**config.mk**
```make
export PLATFORM = sky130hd
export DESIGN_NAME = bus_timer
export DESIGN_NICKNAME = d
export VERILOG_FILES = /design/src/rtl/bus_timer_pkg.sv /design/src/rtl/bus_timer.sv
export SDC_FILE = /design/constraint.sdc
export NUM_CORES = 1
export LEC_CHECK = 0
export CAP_MARGIN = 40
export CORE_MARGIN = 2
export CORE_UTILIZATION = 45
export CTS_CLUSTER_DIAMETER = 30
export DETAILED_ROUTE_END_ITERATION = 6
export GPL_ROUTABILITY_DRIVEN = 0
export HOLD_SLACK_MARGIN = 0.12
export MAX_ROUTING_LAYER = met4
export PLACE_DENSITY_LB_ADDON = 0.2
export RECOVER_POWER = 50
export SYNTH_ARGS = -nofsm -noshare
export SYNTH_HDL_FRONTEND = slang
export SYNTH_SLANG_ARGS = --single-unit
export TNS_END_PERCENT = 50
```
**constraint.sdc**
```tcl
create_clock -name clk -period 3.8 [get_ports clk]
set_input_delay 0.57 -clock clk [delete_from_list [all_inputs] [get_ports clk]]
set_output_delay 0.57 -clock clk [all_outputs]
set_load 0.05 [all_outputs]
```
**src/rtl/bus_timer_pkg.sv**
```systemverilog
// Shared definitions for the memory-mapped countdown timer and its bus neighbours.
package bus_timer_pkg;

  // Register offsets, selected by addr[3:2]
  localparam logic [1:0] TC_CTRL   = 2'd0;
  localparam logic [1:0] TC_PRESET = 2'd1;
  localparam logic [1:0] TC_COUNT  = 2'd2;

  // CTRL bit positions
  localparam int unsigned TC_EN_BIT   = 0;
  localparam int unsigned TC_MODE_LSB = 1;
  localparam int unsigned TC_MODE_MSB = 2;
  localparam int unsigned TC_IM_BIT   = 3;

  // Mode codes; 2'b1x behaves as one-shot
  localparam logic [1:0] TC_MODE_ONESHOT = 2'b00;
  localparam logic [1:0] TC_MODE_RELOAD  = 2'b01;

  typedef enum logic [1:0] {
    TC_IDLE = 2'd0,
    TC_LOAD = 2'd1,
    TC_CNT  = 2'd2,
    TC_INT  = 2'd3
  } tc_state_e;

  // Replace only the byte lanes whose enable is set
  function automatic logic [31:0] byte_merge(input logic [31:0] old_val,
                                             input logic [31:0] wdata,
                                             input logic [3:0]  byteen);
    logic [31:0] r;
    r = old_val;
    for (int unsigned i = 0; i < 4; i++) begin
      if (byteen[i]) r[8*i +: 8] = wdata[8*i +: 8];
    end
    return r;
  endfunction

endpackage

```
**src/rtl/bus_timer.sv**
```systemverilog
// Countdown timer on the CPU data bus: CTRL/PRESET/COUNT registers, zero-latency
// reads, and an interrupt request gated by CTRL.IM.
module bus_timer
  import bus_timer_pkg::*;
#(
  parameter logic [31:0] BASE_ADDR = 32'h0000_7F00
) (
  input  logic        clk,
  input  logic        reset,
  input  logic [31:0] m_data_addr,
  input  logic [31:0] m_data_wdata,
  input  logic [3:0]  m_data_byteen,
  output logic [31:0] m_data_rdata,
  output logic        hit,
  output logic        irq
);

  tc_state_e   state_q, state_d;
  logic [3:0]  ctrl_q, ctrl_d;
  logic [31:0] preset_q, preset_d;
  logic [31:0] count_q, count_d;
  logic        int_flag_q, int_flag_d;

  logic [1:0]  offset;
  logic        wr_en;
  logic        wr_ctrl;
  logic        unused_addr_bits;

  assign unused_addr_bits = ^m_data_addr[1:0];

  // Address decode and write strobes
  always_comb begin
    offset  = m_data_addr[3:2];
    hit     = (m_data_addr[31:4] == BASE_ADDR[31:4]) && (offset != 2'd3);
    wr_en   = hit && (|m_data_byteen);
    wr_ctrl = wr_en && (offset == TC_CTRL);
  end

  // Combinational read mux
  always_comb begin
    m_data_rdata = '0;
    if (hit) begin
      case (offset)
        TC_CTRL:   m_data_rdata = {28'd0, ctrl_q};
        TC_PRESET: m_data_rdata = preset_q;
        TC_COUNT:  m_data_rdata = count_q;
        default:   m_data_rdata = '0;
      endcase
    end
  end

  assign irq = ctrl_q[TC_IM_BIT] & int_flag_q;

  // Next-state: FSM, counter, flag, then bus writes layered on top
  always_comb begin
    state_d    = state_q;
    ctrl_d     = ctrl_q;
    preset_d   = preset_q;
    count_d    = count_q;
    // Any CTRL write clears the flag; a same-edge hardware set below still wins
    int_flag_d = int_flag_q & ~wr_ctrl;

    case (state_q)
      TC_IDLE: begin
        if (ctrl_q[TC_EN_BIT]) state_d = TC_LOAD;
      end
      TC_LOAD: begin
        count_d = preset_q;
        state_d = TC_CNT;
      end
      TC_CNT: begin
        if (!ctrl_q[TC_EN_BIT]) begin
          state_d = TC_IDLE;
        end else if (count_q == '0) begin
          state_d    = TC_INT;
          int_flag_d = 1'b1;
        end else begin
          count_d = count_q - 32'd1;
        end
      end
      TC_INT: begin
        state_d = TC_IDLE;
        if (ctrl_q[TC_MODE_MSB:TC_MODE_LSB] == TC_MODE_RELOAD) begin
          int_flag_d = 1'b0;
        end else begin
          ctrl_d[TC_EN_BIT] = 1'b0;
        end
      end
      default: state_d = TC_IDLE;
    endcase

    // Bus value overrides the hardware EN clear on the same edge
    if (wr_ctrl && m_data_byteen[0]) ctrl_d = m_data_wdata[3:0];
    if (wr_en && (offset == TC_PRESET)) begin
      preset_d = byte_merge(preset_q, m_data_wdata, m_data_byteen);
    end
  end

  // State and register flops
  always_ff @(posedge clk or negedge reset) begin
    if (!reset) begin
      state_q    <= TC_IDLE;
      ctrl_q     <= '0;
      preset_q   <= '0;
      count_q    <= '0;
      int_flag_q <= 1'b0;
    end else begin
      state_q    <= state_d;
      ctrl_q     <= ctrl_d;
      preset_q   <= preset_d;
      count_q    <= count_d;
      int_flag_q <= int_flag_d;
    end
  end

endmodule

```
### Word level (Yosys, flattened, before mapping)

Cells that the tools add are included.

* bits in registers: 71

* bitwise logic cells: 3
* add/sub/neg operators: 1
* equality and inequality tests: 13
* muxes and demuxes: 16
* reduce and logical (&&, ||, !) cells: 18

Operators with widths (count)
* 2-to-1 mux 32 bit: 3
* case mux 32 bit (3 select lines): 1
* case mux 32 bit (2 select lines): 1
* zero test 32 bit: 1
* subtractor 32 x 1 -> 32 bit, second input constant: 1
* equality test 28 x 11 -> 1 bit, second input constant: 1
* AND reduction 2 bit: 6
* inequality test 2 bit, second input constant: 4
* case mux 2 bit (4 select lines): 1
* equality test 2 x 1 -> 1 bit, second input constant: 3
* equality test 2 bit, second input constant: 3
* 2-to-1 mux 1 bit: 6
* 2-to-1 mux 2 bit: 3
* logical AND 1 bit: 5
* zero test 2 bit: 2
* nonzero test 2 bit: 2
* OR reduction 4 bit: 1
* inequality test 3 bit, second input constant: 1
* AND reduction 3 bit: 1
* bitwise AND 1 bit: 2
* inequality test 2 x 1 -> 1 bit, second input constant: 1
* case mux 1 bit (2 select lines): 1
* NOT 1 bit: 1

### Longest topological paths before layout

Gate-level depths: netlist of run 1.

* word-level depth: 9
* depth in mapped cells: 9
* depth with buffers taken out: 7

### Worst setup path after synthesis of run 1

No wires, ideal clock.

* kind: input to output
* start point: input port m_data_addr[2]
* end point: output port m_data_rdata[11]
* arrival: 2.563 ns
* setup slack: 0.667 ns
* cell stages on the path: 6
* path through: clkbuf_1 > nor2b_1 > clkbuf_1 > buf_1 > a22oi_1 > nor2_1

* word-level cells in the longest chain between the ends: 3

RTL lines
* start: declaration: line bus_timer.sv:10 `input logic [31:0] m_data_addr,`
* equality test 2 bit (tied with other cells): line bus_timer.sv:43 `case (offset)`
* case mux 32 bit (3 select lines) or logical AND 1 bit (tied branches): line bus_timer.sv:43, bus_timer.sv:34
* 2-to-1 mux 32 bit *: line bus_timer.sv:42 `if (hit) begin`
* end: declaration: line bus_timer.sv:13 `output logic [31:0] m_data_rdata,`

Mark *: on every way between the ends. The rest lies on a longest branch, timed or not.

### Final worst setup path of run 1

* start point: input port m_data_addr[17]
* end point: register ctrl_q[1]

* word-level cells in the longest chain between the ends: 5

RTL lines
* equality test 28 x 11 -> 1 bit: line bus_timer.sv:34 `hit = (m_data_addr[31:4] == BASE_ADDR[31:4]) && (offset != 2'd3);`
* logical AND 1 bit: line bus_timer.sv:34
* logical AND 1 bit: line bus_timer.sv:35 `wr_en = hit && (|m_data_byteen);`
* logical AND 1 bit: line bus_timer.sv:36 `wr_ctrl = wr_en && (offset == TC_CTRL);`
* logical AND 1 bit: line bus_timer.sv:93 `if (wr_ctrl && m_data_byteen[0]) ctrl_d = m_data_wdata[3:0];`
* end signal: assignment: line bus_timer.sv:109 `ctrl_q <= ctrl_d;`
* end: declaration: line bus_timer.sv:19 `logic [3:0] ctrl_q, ctrl_d;`

Every way passes these cells.
A chain may end at the register's enable or synchronous reset.

==> results_dict.tcl, run 1 <==
set metrics [dict create \
    outcome "complete, no violations" \
    syn_area_um2 4222 \
    totalWireLength_um 11230 \
    critical_path_capture_point_type "flip-flop" \
    synth_ff_type "dfrtp_1" \
    die_width_um 100.9 \
    route.antenna.remaining_nets 0 \
    final_cell_count_no_fill 658 \
    seq_power_share_pct 54.3 \
    cts_max_path_buffers 2 \
    clock_root_buffer "clkbuf_8" \
    cell_variety_after_synth 61 \
    max-vdd-ir-drop_uv 156.5 \
    cap_violations 0 \
    synth_top_cell_area_share_pct 42.09 \
    top_fanout_value_on_the_critical_path 15 \
    fin_crit_sh_pct 85.64 \
    tritoncts_sinks 71 \
    internal_power_uw 1070 \
    hold_path_class "input pin to async pin" \
    syn_to_final_growth_pct 36.48 \
    layout-drive-gt1-share_pct 19.20 \
    io_buffer_count 101 \
    worst_ep_required_time_ns 4.03 \
    synth.area.top_cells "dfrtp_1 (42%), mux2_2 (9.3%), a22oi_1 (6.0%)" \
    grt_pass1_vias 3878 \
    headroom_to_the_max_slew_limit_pct 13.03 \
    pin_count_of_the_biggest_net_entering_global_routing 43 \
    diodes 0 \
    synth.most_common_cell "dfrtp_1" \
    avgViaCountPerCell 6.035 \
    first_pass_grt_wire_length_um 18690 \
    synth-seq-area-share_pct 42.09 \
    synth.cells.most_frequent "dfrtp_1 (71), nor2_1 (63), mux2_2 (35)" \
    worst_skew_pair.late_latency_ns 0.34 \
    detail_route.wl_per_cell_um 17.07 \
    critical_path_class "input pin to flip-flop" \
    worst_pin_slew_ns 1.305 \
    drt_pass1_iterations 5 \
    tritoncts "done" \
    cts-buffers-inserted 9 \
    design_area_um2 5762 \
    clock_tree.htree_level_count 3 \
    gr-usage-all-layers_pct 23.68 \
    postCtsHoldBufs 0 \
    achievable-frequency_mhz 307.3 \
    gates_resized_cts_repair 0 \
    grt_antenna_before_repair 0 \
    p_sw_share_pct 23.08 \
    switchingPower_uw 320.9 \
    initial_utilization_pct 46.12 \
    core_area_um2 9153 \
    drv_slew 0 \
    synth_seq_cells 71 \
    power.clock.fraction_pct 37.9 \
    report.final.hold_viol_count 0 \
    synth_edf_count 0 \
    synth_largest_area_cell "dfrtp_1" \
    syn-num-nets 528 \
    fin_worst_skew_ns 0.005593 \
    avgSynthCellArea_um2 9.238 \
    io_pins 104 \
    inst_count_dp 643 \
    post-dp-hpwl_um 8276 \
    drt_drc_violations_left 0 \
    grt_setup_unrepaired "no" \
    globalRoute.totalOverflow 0 \
    leakage_uw 0.002377 \
    clk_pin_slew_worst_paths_ns 0.07 \
    detailed_router_s_first_iteration_violation_count 242 \
    fin_nets 614 \
    synth_cells 457 \
    worstSetupStartpointType "input pin" \
    async_reset_ff_share_pct 100.0 \
    placement_rows 35 \
    placed_area_um2 5659 \
    die_y_um 100.9 \
    arrival_ns 3.48 \
    finalSetupViolCount 0 \
    dr_total_vias 3971 \
    postCtsSetupRepairBufs 0 \
    design.die.area_um2 10170 \
    ys_warn_count 0 \
    filler_cell_count 777 \
    power_density_nw_per_um2 241.4 \
    finalCriticalPeriod_ns 3.254 \
    power.share.combinational_pct 7.8 \
    fin_tns_setup_ns 0 \
]
-- area by class of cell --
class                   instances  area [µm²]  area share [%]
repair buffers                117        1436           24.93
multi-input cells             337        2220           38.52
clock buffers                  11       141.4           2.454
well taps                     111       138.9           2.410
inverters                       7       26.28          0.4560
clock inverters                 4       22.52          0.3909
flip-flops and latches         71        1777           30.84
-- per-layer routing --
layer / track usage [%] / wire length (µm) / share of wire, %
met5: - / 0 / 0
met4: 8.325 / 180 / 1.6
met3: 3.121 / 561 / 5.0
met2: 38.82 / 5625 / 50
met1: 30.21 / 4863 / 43
-- cell families after synthesis --
| logic type | synth area share [%] |
|---|---|
| buffers and inverters | 5.335 |
| muxes | 10.76 |
| DFF | 42.09 |
| AOI/OAI and AO/OA | 22.88 |
| adders and majority gates | 0.2963 |
| and+or+nand+nor | 18.64 |
-- worst paths after layout --
path | from | to | slack [ns] | cells past startpoint
worst max-delay path | m_data_addr[17] | ctrl_q[1]$_DFFE_PN0P_ | 0.55 | 7
worst min-delay path | reset | count_q[22]$_DFFE_PN0P_ | 0.36 | 1
worst max register to register | count_q[0]$_DFFE_PN0P_ | count_q[6]$_DFFE_PN0P_ | 0.64 | 9
worst min register to register | preset_q[12]$_DFFE_PN0P_ | preset_q[12]$_DFFE_PN0P_ | 0.54 | 1
max in group asynchronous | reset | count_q[3]$_DFFE_PN0P_ | 0.97 | 3
min in group clk | preset_q[12]$_DFFE_PN0P_ | preset_q[12]$_DFFE_PN0P_ | 0.54 | 1
-- flip-flops by register name, summed over array words and instances, names as in the netlist --
signal and cells:
count_q 32, preset_q 32, ctrl_q 4, state_q 2
int_flag_q 1
-- worst max-delay path, cell delays in order --
cell and delay, ns:
dlygate4sd3_1 0.53, nor4b_1 0.31, nand2_1 0.07, or4_1 0.54
buf_4 0.23, nor4b_1 0.81, mux2_2 0.41
-- power groups by stage --
| stage | Sequential, µW | Clock [µW] | Combinational, µW |
|---|---|---|---|
| 6_report | 755 | 528 | 108 |
| 2_1_floorplan | 770 | 0 | 16.9 |
| 4_1_cts | 755 | 539 | 114 |
| 3_3_place_gp | 770 | 0 | 109 |
| 3_5_place_dp | 770 | 0 | 114 |
| 5_1_grt | 755 | 571 | 118 |
-- layout by cell type (no fill, tap or decap), types with 10 or more instances in the layout --
master | netlist | layout
nor2_1 | 63 | 63
buf_12 | 0 | 33
a21oi_1 | 28 | 29
nand2_1 | 16 | 16
dfrtp_1 | 71 | 71
clkdlybuf4s50_1 | 0 | 65
mux2_2 | 35 | 35
buf_4 | 1 | 11
nor3_1 | 11 | 11
o21ai_1 | 15 | 11
nor4_1 | 11 | 11
a22oi_1 | 34 | 34
o21ai_0 | 29 | 33
clkbuf_8 | 0 | 10
-- per-stage QoR --
step	setup WS (ns)	hold WS [ns]	power, µW	utilization, %
2_1_floorplan	0.6674	0.2744	786.9	-
3_3_place_gp	0.6891	0.5216	879.0	61.53
3_5_place_dp	0.6671	0.5295	884.0	61.83
4_1_cts	0.6787	0.1728	1409	63.62
5_1_grt	0.2843	0.4350	1444	62.95
6_report	0.5456	0.3569	1391	62.95
Note: power is estimated with default switching activity, not from simulation.
==> run 2, diff against run 1 <==
--- a/config.mk
+++ b/config.mk
@@ -15,6 +15,7 @@
 export MAX_ROUTING_LAYER = met4
 export PLACE_DENSITY_LB_ADDON = 0.2
 export RECOVER_POWER = 50
+export SETUP_SLACK_MARGIN = 0.4
 export SYNTH_ARGS = -nofsm -noshare
 export SYNTH_HDL_FRONTEND = slang
 export SYNTH_SLANG_ARGS = --single-unit
==> results of run 2 <==
Final layout, timing and power as in run 1 (identical DEF).
